`src/rtl/control_sequencer.sv`:
```
// control_sequencer: two-cycle fetch/execute control unit for the datapath.
// Owns the 6-bit PC and the 16-bit IR. It decodes IR into the datapath
// controls and into the memory write strobe. Conditional branches use the
// Z flag from the datapath.
// Optional feature: define CONTROL_SEQUENCER_STEP_EN to add a `step` input
// and a WAIT state. With the macro defined, the sequencer pauses after
// every non-HALT instruction until step is seen high.
module control_sequencer #(
    parameter logic [3:0] FS_ADD   = 4'h0,
    parameter logic [3:0] FS_PASSA = 4'hF
) (
    input  logic        clk_main,
    input  logic        reset,
`ifdef CONTROL_SEQUENCER_STEP_EN
    input  logic        step,
`endif
    input  logic [15:0] MemData,
    input  logic        Z,
    output logic [5:0]  PC,
    output logic [3:0]  DR,
    output logic [3:0]  SA,
    output logic [3:0]  SB,
    output logic [3:0]  FS,
    output logic        MB,
    output logic        MM,
    output logic        MD,
    output logic        RW,
    output logic        MW,
    output logic        halted
);

`ifdef CONTROL_SEQUENCER_STEP_EN
    typedef enum logic [1:0] {
        S_FETCH = 2'd0,
        S_EXEC  = 2'd1,
        S_HALT  = 2'd2,
        S_WAIT  = 2'd3
    } state_t;
    localparam state_t EXEC_NEXT = S_WAIT;
`else
    typedef enum logic [1:0] {
        S_FETCH = 2'd0,
        S_EXEC  = 2'd1,
        S_HALT  = 2'd2
    } state_t;
    localparam state_t EXEC_NEXT = S_FETCH;
`endif

    state_t      state_q, state_d;
    logic [5:0]  pc_q, pc_d;
    logic [15:0] ir_q, ir_d;

    logic [3:0]  op;
    logic [5:0]  br_off;
    logic [5:0]  jmp_tgt;

    // Instruction fields. The branch offset is {DR,SB} and the jump target
    // is {SA,SB}; both are truncated to the 6-bit address space.
    assign op      = ir_q[15:12];
    assign br_off  = {ir_q[9:8], ir_q[3:0]};
    assign jmp_tgt = ir_q[5:0];

    assign PC = pc_q;
    assign DR = ir_q[11:8];
    assign SA = ir_q[7:4];
    assign SB = ir_q[3:0];

    // State, PC and IR registers. Async reset returns to FETCH at address 0.
    always_ff @(posedge clk_main or posedge reset) begin
        if (reset) begin
            state_q <= S_FETCH;
            pc_q    <= 6'd0;
            ir_q    <= 16'd0;
        end else begin
            state_q <= state_d;
            pc_q    <= pc_d;
            ir_q    <= ir_d;
        end
    end

    // Next state, PC/IR update and decoded datapath controls.
    always_comb begin
        state_d = state_q;
        pc_d    = pc_q;
        ir_d    = ir_q;
        FS      = 4'h0;
        MB      = 1'b0;
        MM      = 1'b1;
        MD      = 1'b0;
        RW      = 1'b0;
        MW      = 1'b0;
        halted  = 1'b0;

        case (state_q)
            S_FETCH: begin
                // MM=1 by default, so MemData holds the word at PC.
                ir_d    = MemData;
                pc_d    = pc_q + 6'd1;
                state_d = S_EXEC;
            end
            S_EXEC: begin
                state_d = EXEC_NEXT;
                case (op)
                    4'h0, 4'h1, 4'h2, 4'h3, 4'h4, 4'h5, 4'h6, 4'h7: begin
                        FS = {1'b0, op[2:0]};
                        RW = 1'b1;
                    end
                    4'h8: begin
                        FS = FS_ADD;
                        MB = 1'b1;
                        RW = 1'b1;
                    end
                    4'h9: begin
                        MM = 1'b0;
                        MD = 1'b1;
                        RW = 1'b1;
                    end
                    4'hA: begin
                        MM = 1'b0;
                        MW = 1'b1;
                    end
                    4'hB: begin
                        FS = FS_PASSA;
                        if (Z) pc_d = pc_q + br_off;
                    end
                    4'hC: begin
                        FS = FS_PASSA;
                        if (!Z) pc_d = pc_q + br_off;
                    end
                    4'hD: begin
                        pc_d = jmp_tgt;
                    end
                    4'hF: begin
                        state_d = S_HALT;
                    end
                    default: begin
                        // NOP: all controls stay at their defaults.
                    end
                endcase
            end
            S_HALT: begin
                halted = 1'b1;
            end
`ifdef CONTROL_SEQUENCER_STEP_EN
            S_WAIT: begin
                if (step) state_d = S_FETCH;
            end
`endif
            default: begin
                state_d = S_FETCH;
            end
        endcase

        // Writes are blocked while reset is asserted. This prevents a
        // partial write from an aborted EXEC cycle.
        if (reset) begin
            RW = 1'b0;
            MW = 1'b0;
        end
    end

endmodule

```
`config.mk`:
```
export PLATFORM = sky130hd
export DESIGN_NAME = control_sequencer
export DESIGN_NICKNAME = d
export VERILOG_FILES = /design/src/rtl/control_sequencer.sv
export SDC_FILE = /design/constraint.sdc
export NUM_CORES = 1
export LEC_CHECK = 0
export ABC_AREA = 1
export BUFFER_PORTS_ARGS = -buffer_cell sky130_fd_sc_hd__buf_4
export CAP_MARGIN = 40
export CELL_PAD_IN_SITES_DETAIL_PLACEMENT = 0
export CELL_PAD_IN_SITES_GLOBAL_PLACEMENT = 1
export CORE_UTILIZATION = 30
export CTS_CLUSTER_DIAMETER = 30
export DETAILED_ROUTE_END_ITERATION = 10
export PLACE_DENSITY = 0.74
export SYNTH_ARGS = -nofsm -noshare
export SYNTH_HDL_FRONTEND = slang
export SYNTH_SLANG_ARGS = --single-unit
```
`constraint.sdc`:
```
create_clock -name clk_main -period 4.4 [get_ports clk_main]
set_input_delay 0.66 -clock clk_main [delete_from_list [all_inputs] [get_ports clk_main]]
set_output_delay 0.66 -clock clk_main [all_outputs]
set_load 0.01 [all_outputs]
```
Word-level counts from Yosys, hierarchy flattened
Cells that the tools add are included.
{"block": "op_classes", "muxes": 21, "n_reduce_logical": 8, "n_addsub": 2, "n_eq_ne": 19}
{"cell": "$eq A4 B4 Y1 const B", "n": 7}
{"cell": "$pmux W6 S3", "n": 1}
{"cell": "$eq A4 B3 Y1 const B", "n": 4}
{"cell": "$mux W1", "n": 13}
{"cell": "$mux W6", "n": 2}
{"cell": "$pmux W6 S2", "n": 1}
{"cell": "$reduce_or A10 Y1", "n": 1}
{"cell": "$eq A4 B2 Y1 const B", "n": 2}
{"cell": "$pmux W4 S2", "n": 1}
{"cell": "$reduce_or A8 Y1", "n": 1}
{"cell": "$add A6 B1 Y6 const B", "n": 1}
{"cell": "$add A6 B6 Y6", "n": 1}
{"cell": "$ne A3 B3 Y1 const B", "n": 2}
{"cell": "$pmux W2 S3", "n": 1}
{"cell": "$eq A4 B1 Y1 const B", "n": 1}
{"cell": "$logic_not A4 Y1", "n": 1}
{"cell": "$mux W4", "n": 1}
{"cell": "$ne A4 B2 Y1 const B", "n": 1}
{"cell": "$reduce_and A4 Y1", "n": 1}
{"cell": "$reduce_or A2 Y1", "n": 2}
{"cell": "$eq A2 B1 Y1 const B", "n": 1}
{"cell": "$eq A2 B2 Y1 const B", "n": 1}
{"cell": "$logic_not A2 Y1", "n": 1}
{"cell": "$mux W2", "n": 1}
{"cell": "$reduce_bool A2 Y1", "n": 1}
{"block": "totals", "regBits": 24, "inputBits": 19, "out_inout_bits": 28}

Logic depth before layout (Yosys ltp)
{"block": "depth", "depth_word": 5, "ltp_mapped": 10}

Least setup slack after synthesis
Ideal clock, no wire load.
{"block": "synth_path", "kind": "input -> output", "from": "input reset", "to": "output RW", "required_time_ns": 3.740, "path_slack_ns": 2.407, "t_arrival_ns": 1.333, "path_stages": 1, "path_cell_list": "a2111oi_0"}
{"block": "synth_via", "elab_chain_cells": 1}
{"item": "start: declaration", "line_no": "13", "text": "input logic reset,"}
{"item": "$mux W1", "line_no": "156", "text": "if (reset) begin"}
{"item": "end: declaration", "line_no": "27", "text": "output logic RW,"}
Every way passes these cells.

Final worst setup path
{"block": "layout_path", "from": "register state_q[1]", "to": "output RW"}
{"block": "layout_via", "elab_chain_cells": 3}
{"item": "start: declaration", "line_no": "49", "text": "state_t state_q, state_d;"}
{"item": "start signal: assignment", "line_no": "75", "text": "state_q <= state_d;"}
{"item": "$eq A2 B1 Y1", "line_no": "94", "text": "case (state_q)"}
{"item": "$mux W1", "line_no": "94"}
{"item": "$mux W1", "line_no": "156"}
Every way passes these cells.

==> out/metrics.cfg <==
[setup_path]
startpoint=state_q[1]
crit_path_end_kind=output port
worstPathRequired_ns=3.74
crit_arrival_ns=1.75
r2r_setup_slack_ns=2.60
critPathMaxFanout=14
rr_startpoint=PC[0]
startpoint_type=flip-flop
crit_type=reg -> out
worstReg2RegEnd=PC[4]
rr_worst_depth=10

[sta]
period_needed_ns=2.41
tns_ns=0
skew_ns=0.00304
max_freq_ghz=0.416
slew_violations=0
final-hold-violation-count=0
rsz0062_at_grt=false
worstMarginPinSlew_ns=0.425
setup_viol=0
slew_headroom_pct=71.0
finalCritPeriodShare_pct=54.7

[place]
port_buffers=46
gp_congestion=0.769
placed_area_mm2=0.00196
dp_hpwl_um=2830

[run_status]
status=completed

[floorplan]
rows=26
initial_core_util_pct=31.3
core-area_mm2=0.00514
ios=47
die_h_um=75.2
die_x_um=75.2
die_area_mm2=0.00565

[flow_run]
drv_cap=0

[global_route]
gr-total-overflow=0
grt_pass1_wl_um=6030
grt_pass1_vias=1298
grt_max_degree=24
grt.total_usage_pct=14.1
antenna_found_initial=0

[clocking]
cts_resized=0
clk_latency_ns=0.26
clk_pin_slew_ns=0.09
htreeDepth=1
clockBufferDepth=2
cts_tree=built
cts-root-buf=clkbuf_8
cts_setup_buffers=0
cts-hold-fix-buffers=0
cts_made_buffers=3
clkSinkCount=24

[final_layout]
drive_gt1_share_pct=31.7
multiInputGateArea_um2=791
final_common_cell=nand2_1
n_antenna_cell=0
mostFrequentLayoutCells=55 x nand2_1, 47 x buf_4, 24 x dfrtp_1, 20 x inv_1
final_nets=271
ff_latch_area_um2=601
stdcell_area_mm2=0.00200
synthToLayoutAreaGrowth_pct=24.7
nFillCells=563

[pwr]
peakVddDrop_v=0.000295
power.density_mw_per_mm2=809
p_leak_nw=1.05

[routing]
via_count=1377
drc=0
ant_nets=0
drtIter0Drc=54
routed_via_density=4.40
wire_per_inst_um=11.4
first_pass_iters=4
finalWirelength_um=3570

[synth]
synth_cells=208
ys_seq_elements=24
seq_area_frac_synth_pct=37.4
syn-num-nets=234
ys_types=27
yosys_warnings=0
postSynthAreaPerCell_um2=7.72
netlist_area_mm2=0.00161

[min_path]
hold_path_class=in -> async

-- routing by layer --
layer / part of all wire, % / track usage (%)
met5: 0 / 0
met4: 0.45 / 3.09
met3: 2.9 / 2.95
met2: 47 / 22.7
met1: 50 / 19.4
-- cell usage after synthesis, drive strengths merged --
| cell type | n | share of area, % |
|---|---|---|
| a2111oi | 1 | 0.55 |
| mux2 | 10 | 7.0 |
| a21o | 1 | 0.47 |
| xor2 | 1 | 0.55 |
| inv | 25 | 5.8 |
| o21ai | 22 | 6.9 |
| nor3 | 1 | 0.31 |
| nor2 | 22 | 6.5 |
| fa | 1 | 1.2 |
| dfrtp | 24 | 37 |
| nand2 | 58 | 14 |
| nand4 | 1 | 0.39 |
| xnor2 | 1 | 0.55 |
| a31o | 1 | 0.55 |
| nand3 | 9 | 2.8 |
| a21oi | 7 | 2.4 |
| clkinv | 1 | 0.55 |
| buf | 16 | 7.0 |
| ha | 6 | 4.7 |
-- how the worst max path moves through the flow --
| stage | endpoint | slack [ns] | cells past startpoint |
|---|---|---|---|
| floorplan | RW | 2.41 | 1 |
| global placement | RW | 2.37 | 4 |
| detailed placement | RW | 2.29 | 4 |
| CTS | RW | 1.99 | 4 |
| global route | RW | 1.87 | 4 |
| finish | RW | 1.99 | 4 |
-- logic make-up (layout without fill, tap and decap cells) --
logic type / count (synthesis) / after routing / share of synthesized area (%)
adder cells (fa/ha/maj): 7 / 7 / 5.92
flip-flops: 24 / 24 / 37.4
buffers and inverters: 42 / 77 / 13.4
multiplexers: 10 / 10 / 7.01
AO/OA/AOI/OAI: 32 / 32 / 10.8
XOR/XNOR: 2 / 2 / 1.09
AND/OR/NAND/NOR: 91 / 91 / 24.4
-- metrics by stage --
step | cells | total power (W) | utilization (%) | hold WS [ns] | setup slack (ns)
6_report | 313 | 0.00162 | 39.0 | 0.376 | 1.99
3_5_place_dp | 310 | 0.00151 | 38.2 | 0.497 | 2.29
3_3_place_gp | 309 | 0.00150 | 37.6 | 0.492 | 2.37
2_1_floorplan | 208 | 0.00123 | - | 0.482 | 2.41
4_1_cts | 313 | 0.00164 | 39.0 | 0.389 | 1.99
5_1_grt | 313 | 0.00181 | 39.0 | 0.397 | 1.87
-- power by group --
part           internal, W  switching [W]
Combinational     0.000459       0.000567
Sequential        0.000334       0.000126
Clock            0.0000613      0.0000722
-- worst max-delay path, cell delays in order (launching register included) --
cell	delay [ns]
dfrtp_1	0.45
nor2_4	0.31
inv_2	0.16
a2111oi_0	0.37
buf_4	0.20
-- cell type report --
type	instances	share of cell area (%)
well taps	70	4.37
clock buffers	3	2.06
inverters	26	5.12
flip-flops and latches	24	30.0
repair buffers	48	19.0
multi-input cells	142	39.5
-- registers in the layout, summed over array words and instances (netlist names) --
name and cells:
ir_q 16, state_q 2, PC 6
Note: power is estimated with default switching activity, not from simulation.
